**src/rtl/tdm_pkg.sv**
```systemverilog
// tdm_pkg: shared definitions for the TDM multiplexer/demultiplexer family.
//   - tdm_state_e : framing state encoding (HUNT=0, RECV=1)
//   - slot_width(): clog2-based width of a slot counter for a given channel count
//   - TDM_SLOT_W  : slot counter width for the default 4-channel configuration
package tdm_pkg;

    typedef enum logic {
        HUNT = 1'b0,
        RECV = 1'b1
    } tdm_state_e;

    localparam int TDM_N_CH_DEFAULT = 4;

    // Width of a counter that must reach n_ch-1; at least one bit.
    function automatic int slot_width(input int n_ch);
        return (n_ch > 2) ? $clog2(n_ch) : 1;
    endfunction

    localparam int TDM_SLOT_W = slot_width(TDM_N_CH_DEFAULT);

endpackage

```
**src/rtl/tdm_slot_counter.sv**
```systemverilog
// tdm_slot_counter: slot index counter for the TDM demultiplexer.
//   clk, rst : clock, asynchronous active-high reset
//   load1    : load the value 1 (slot 0 was just captured)
//   inc      : advance to the next slot
//   clr      : return to slot 0 (highest priority)
//   slot     : current slot index, never above N_CH-1
//   tc       : slot is at the last slot of the frame (N_CH-1)
module tdm_slot_counter
    import tdm_pkg::*;
#(
    parameter int N_CH = 4,
    parameter int SW   = slot_width(N_CH)
) (
    input  logic          clk,
    input  logic          rst,
    input  logic          load1,
    input  logic          inc,
    input  logic          clr,
    output logic [SW-1:0] slot,
    output logic          tc
);

    logic [SW-1:0] slot_r;

    // Slot register: clear has priority over load, load over increment.
    always_ff @(posedge clk or posedge rst) begin
        if (rst) begin
            slot_r <= '0;
        end else if (clr) begin
            slot_r <= '0;
        end else if (load1) begin
            slot_r <= SW'(1);
        end else if (inc) begin
            slot_r <= slot_r + SW'(1);
        end else begin
            slot_r <= slot_r;
        end
    end

    assign slot = slot_r;
    assign tc   = (slot_r == SW'(N_CH - 1));

endmodule

```
**src/rtl/tdm_demux.sv**
```systemverilog
// tdm_demux: time-division demultiplexer. Collects one W-bit sample per slot,
// framed by a slot-0 marker, and publishes all N_CH channels together once per
// complete frame.
//   clk, rst    : clock, asynchronous active-high reset
//   din         : sample for the current slot
//   din_valid   : din carries a sample this cycle
//   frame_sync  : din is slot 0 (only meaningful with din_valid)
//   dout        : channel i at dout[i*W +: W], updated only on frame completion
//   frame_valid : one-cycle strobe, dout just updated with a full frame
//   sync_err    : one-cycle strobe, frame aborted by an early frame_sync
// Build option: TDM_DEMUX_FLYWHEEL_EN keeps the receiver in RECV after each
// frame so only the first frame needs a marker.
module tdm_demux
    import tdm_pkg::*;
#(
    parameter int N_CH = 4,
    parameter int W    = 8
) (
    input  logic              clk,
    input  logic              rst,
    input  logic [W-1:0]      din,
    input  logic              din_valid,
    input  logic              frame_sync,
    output logic [N_CH*W-1:0] dout,
    output logic              frame_valid,
    output logic              sync_err
);

    localparam int SW = slot_width(N_CH);

    tdm_state_e         state_r;
    logic [W-1:0]       shadow_r [0:N_CH-2];
    logic [N_CH*W-1:0]  dout_r;
    logic               frame_valid_r;
    logic               sync_err_r;

    logic [SW-1:0]      slot_s;
    logic               tc_s;
    logic               load1_s;
    logic               inc_s;
    logic               clr_s;
    logic               start_s;     // din is captured as slot 0
    logic               abort_s;     // early frame_sync inside a frame
    logic               complete_s;  // din is the last slot of the frame
    logic [N_CH*W-1:0]  frame_word_s;

    tdm_slot_counter #(
        .N_CH (N_CH),
        .SW   (SW)
    ) u_slot_counter (
        .clk   (clk),
        .rst   (rst),
        .load1 (load1_s),
        .inc   (inc_s),
        .clr   (clr_s),
        .slot  (slot_s),
        .tc    (tc_s)
    );

    // Decode what the current sample does to the frame in progress.
    always_comb begin
        start_s    = 1'b0;
        abort_s    = 1'b0;
        complete_s = 1'b0;
        inc_s      = 1'b0;
        if (din_valid) begin
            case (state_r)
                HUNT: begin
                    start_s = frame_sync;
                end
                RECV: begin
                    if (slot_s == '0) begin
                        // Only reachable in flywheel mode: slot 0 needs no marker.
                        start_s = 1'b1;
                    end else if (frame_sync) begin
                        start_s = 1'b1;
                        abort_s = 1'b1;
                    end else if (tc_s) begin
                        complete_s = 1'b1;
                    end else begin
                        inc_s = 1'b1;
                    end
                end
                default: begin
                    start_s = 1'b0;
                end
            endcase
        end else begin
            start_s = 1'b0;
        end
        load1_s = start_s;
        clr_s   = complete_s;
    end

    // Assemble the outgoing frame: stored slots below, the live sample on top.
    always_comb begin
        frame_word_s = '0;
        for (int i = 0; i < N_CH - 1; i++) begin
            frame_word_s[i*W +: W] = shadow_r[i];
        end
        frame_word_s[(N_CH-1)*W +: W] = din;
    end

    // Framing FSM with shadow array and registered outputs.
    always_ff @(posedge clk or posedge rst) begin
        if (rst) begin
            state_r       <= HUNT;
            dout_r        <= '0;
            frame_valid_r <= 1'b0;
            sync_err_r    <= 1'b0;
            for (int i = 0; i < N_CH - 1; i++) begin
                shadow_r[i] <= '0;
            end
        end else begin
            frame_valid_r <= complete_s;
            sync_err_r    <= abort_s;
            if (start_s) begin
                shadow_r[0] <= din;
                state_r     <= RECV;
            end else if (inc_s) begin
                shadow_r[slot_s] <= din;
            end else if (complete_s) begin
                dout_r <= frame_word_s;
`ifdef TDM_DEMUX_FLYWHEEL_EN
                state_r <= RECV;
`else
                state_r <= HUNT;
`endif
            end else begin
                state_r <= state_r;
            end
        end
    end

    assign dout        = dout_r;
    assign frame_valid = frame_valid_r;
    assign sync_err    = sync_err_r;

endmodule

```
**config.mk**
```make
export PLATFORM = sky130hd
export DESIGN_NAME = tdm_demux
export DESIGN_NICKNAME = d
export VERILOG_FILES = /design/src/rtl/tdm_pkg.sv /design/src/rtl/tdm_slot_counter.sv /design/src/rtl/tdm_demux.sv
export SDC_FILE = /design/constraint.sdc
export NUM_CORES = 1
export LEC_CHECK = 0
export CAP_MARGIN = 20
export CORE_MARGIN = 1.5
export CORE_UTILIZATION = 54
export CTS_BUF_LIST = sky130_fd_sc_hd__clkbuf_2
export DETAILED_ROUTE_END_ITERATION = 7
export PLACE_DENSITY_LB_ADDON = 0.15
export REMOVE_ABC_BUFFERS = 1
export SKIP_CTS_REPAIR_TIMING = 1
export SLEW_MARGIN = 0
export SYNTH_ARGS = -nofsm -noshare
export SYNTH_HDL_FRONTEND = slang
export SYNTH_SLANG_ARGS = --single-unit
```
**constraint.sdc**
```tcl
create_clock -name clk -period 2.3 [get_ports clk]
set_clock_uncertainty 0.15 [all_clocks]
set_input_delay 0.46 -clock clk [delete_from_list [all_inputs] [get_ports clk]]
set_output_delay 0.46 -clock clk [all_outputs]
set_load 0.01 [all_outputs]
```
==> qor.yml <==
outcome: "complete, no violations"
fmax_ghz: 0.477
ys_seq_elements: 61
wl_microns: 4540
crit_path_start_kind: "flop"
areaGrowthSynthToFinish_pct: 25.2
hpwl_microns: 3080
dr.first_iter.drc_count: 101
irDropWorstVdd_uv: 727
worstPathCellList: "inv_1, ha_1, nor3_2, and3_1, buf_4, mux2_2"
tightest_slew_ps: 473
hold_violations: 0
rows: 24
num_io_pins: 46
antenna_found_initial: 0
critical_path_required_ps: 2500
min_period_ps: 2100
worst-setup-path-type: "reg2reg"
vias: 1394
cts_max_level: 3
whs_ps: 194
tns_ps: 0
grt.total_usage_pct: 20.4
die_h_microns: 71.0
drc: 0
period_share_pct: 91.2
clk_latency_ps: 460
synth_area_sq_um: 2500
clock-sinks: 61
synth-seq-area-share_pct: 61.1
cts_buffer_depth: 2
place_congestion: 0.785
leakage_nw: 1.52
setup_viol: 0
die_area_sq_um: 5050
cts.clk_slew.worst_paths_ps: 170
end_kind: "flop"
maxCapViolCount: 0
initial_core_util_pct: 56.6
grt_pass1_vias: 1473
syn-mean-instance-area_sq_um: 17.0
yosys_warnings: 0
nets: 220
dr.pass1.iters: 4
cts_tree: "yes"
critPathSlowestCell: "dfrtp_1"
vias_per_cell: 5.34
overflow: 0
synthCells: 147
coreArea_sq_um: 4410
placed_cell_area_sq_um: 3050
relSlewSlack_pct: 68.4
ant_nets: 0
synth_cell_types: 23
powerDensity_nw_per_um2: 1170
critPathMaxStageDelay_ps: 460
cts_root_buf: "clkbuf_2"
rsz0062_at_grt: "false"
die_x_microns: 71.0
layout-drive-gt1-share_pct: 38.3
cts_buffers: 9
hold_class: "in2async"
grt_max_degree: 62
insertedDiodeCount: 0
port_buffers: 45
grt_pass1_wl_microns: 7600
slew_violations: 0
wl_per_cell_microns: 17.4
worst_ep_arrival_time_ps: 2300
final_area_sq_um: 3130
crit_fanout: 8
## registers in the layout, summed over array words and instances (netlist names)
signal / count
frame_valid: 1
u_slot_counter.slot: 2
frame_word_s: 24
state_r: 1
dout: 32
sync_err: 1
## cell usage after synthesis
cell	instances	share of area, %
dfrtp_1	61	61
mux2_2	28	13
mux2_4	28	17
ha_1	4	2.0
inv_1	4	0.60
buf_6	3	1.4
nand2_1	2	0.30
nor2_1	2	0.30
a211oi_1	1	0.30
a21o_1	1	0.30
a22o_1	1	0.35
a32o_1	1	0.40
and2_4	1	0.35
and3_1	1	0.25
buf_4	1	0.30
nand2b_1	1	0.25
nand3_2	1	0.40
nand3_4	1	0.70
nor3_1	1	0.20
nor3_2	1	0.40
nor3b_1	1	0.30
nor4_1	1	0.25
o21ai_0	1	0.20
## cells in the final DEF, fill, tap and decap left out, drive strengths merged
| cell | n |
|---|---|
| dfrtp | 61 |
| mux2 | 56 |
| clkdlybuf4s50 | 45 |
| clkbuf | 10 |
| clkinv | 5 |
| buf | 5 |
| ha | 4 |
| inv | 4 |
| nor2 | 2 |
| nand2 | 2 |
| nor3 | 2 |
| nand3 | 2 |
| and2 | 1 |
| and3 | 1 |
| o21ai | 1 |
| a32o | 1 |
| a21o | 1 |
| nand2b | 1 |
| a211oi | 1 |
| nor4 | 1 |
| nor3b | 1 |
| a22o | 1 |
| clkinvlp | 1 |
## stage by stage
stage	std cells	util [%]	setup slack, ps	power, W
after floorplan	143	-	177	0.00253
after global placement	245	69.1	108	0.00312
after detailed placement	245	69.1	32.3	0.00321
after CTS	261	70.9	214	0.00372
after global routing	261	70.9	108	0.00390
final	261	70.9	202	0.00367
## worst max-delay path: cells and delay by family, from the launching register on
kind          cells  cell delay (ps)
fa+ha+maj         1              280
buf+inv           2              270
flops             1              460
mux               1              340
simple gates      2              480
## area by class of cell
type / count / area [sq um]
Sequential cell: 61 / 1530
Inverter: 4 / 15.0
Fill cell: 308 / 1280
Tap cell: 52 / 65.1
Clock buffer: 10 / 50.0
Multi-Input combinational cell: 78 / 917
Timing Repair Buffer: 50 / 526
Clock inverter: 6 / 30.0
## final timing paths
kind	startpoint	to	slack, ps	depth (start not counted)
setup / recovery	u_slot_counter.slot[0]	frame_word_s[10]	200	6
hold / removal	rst	dout[17]	190	3
setup reg to reg	u_slot_counter.slot[0]	frame_word_s[10]	200	6
hold reg to reg	frame_word_s[18]	dout[18]	370	1
max in group asynchronous	rst	frame_word_s[10]	1530	3
min in group clk	frame_word_s[18]	dout[18]	370	1
## cell families after synthesis
kind of cell	after synthesis	synth area share (%)
AOI/OAI and AO/OA	5	1.55
adders and majority gates	4	2.00
buffers and inverters	8	2.25
DFF	61	61.1
muxes	56	29.4
and+or+nand+nor	13	3.70
## report_power, final
part | switching [W] | internal, W
Sequential | 0.000251 | 0.00150
Clock | 0.000370 | 0.000134
Combinational | 0.000487 | 0.000931
Total | 0.00111 | 0.00256
## metal layers
metal	global-route usage, %	wire length, microns
met4	11.9	137
met1	26.5	1960
met3	5.70	205
met5	0	0
met2	30.8	2240
Note: power is estimated with default switching activity, not from simulation.
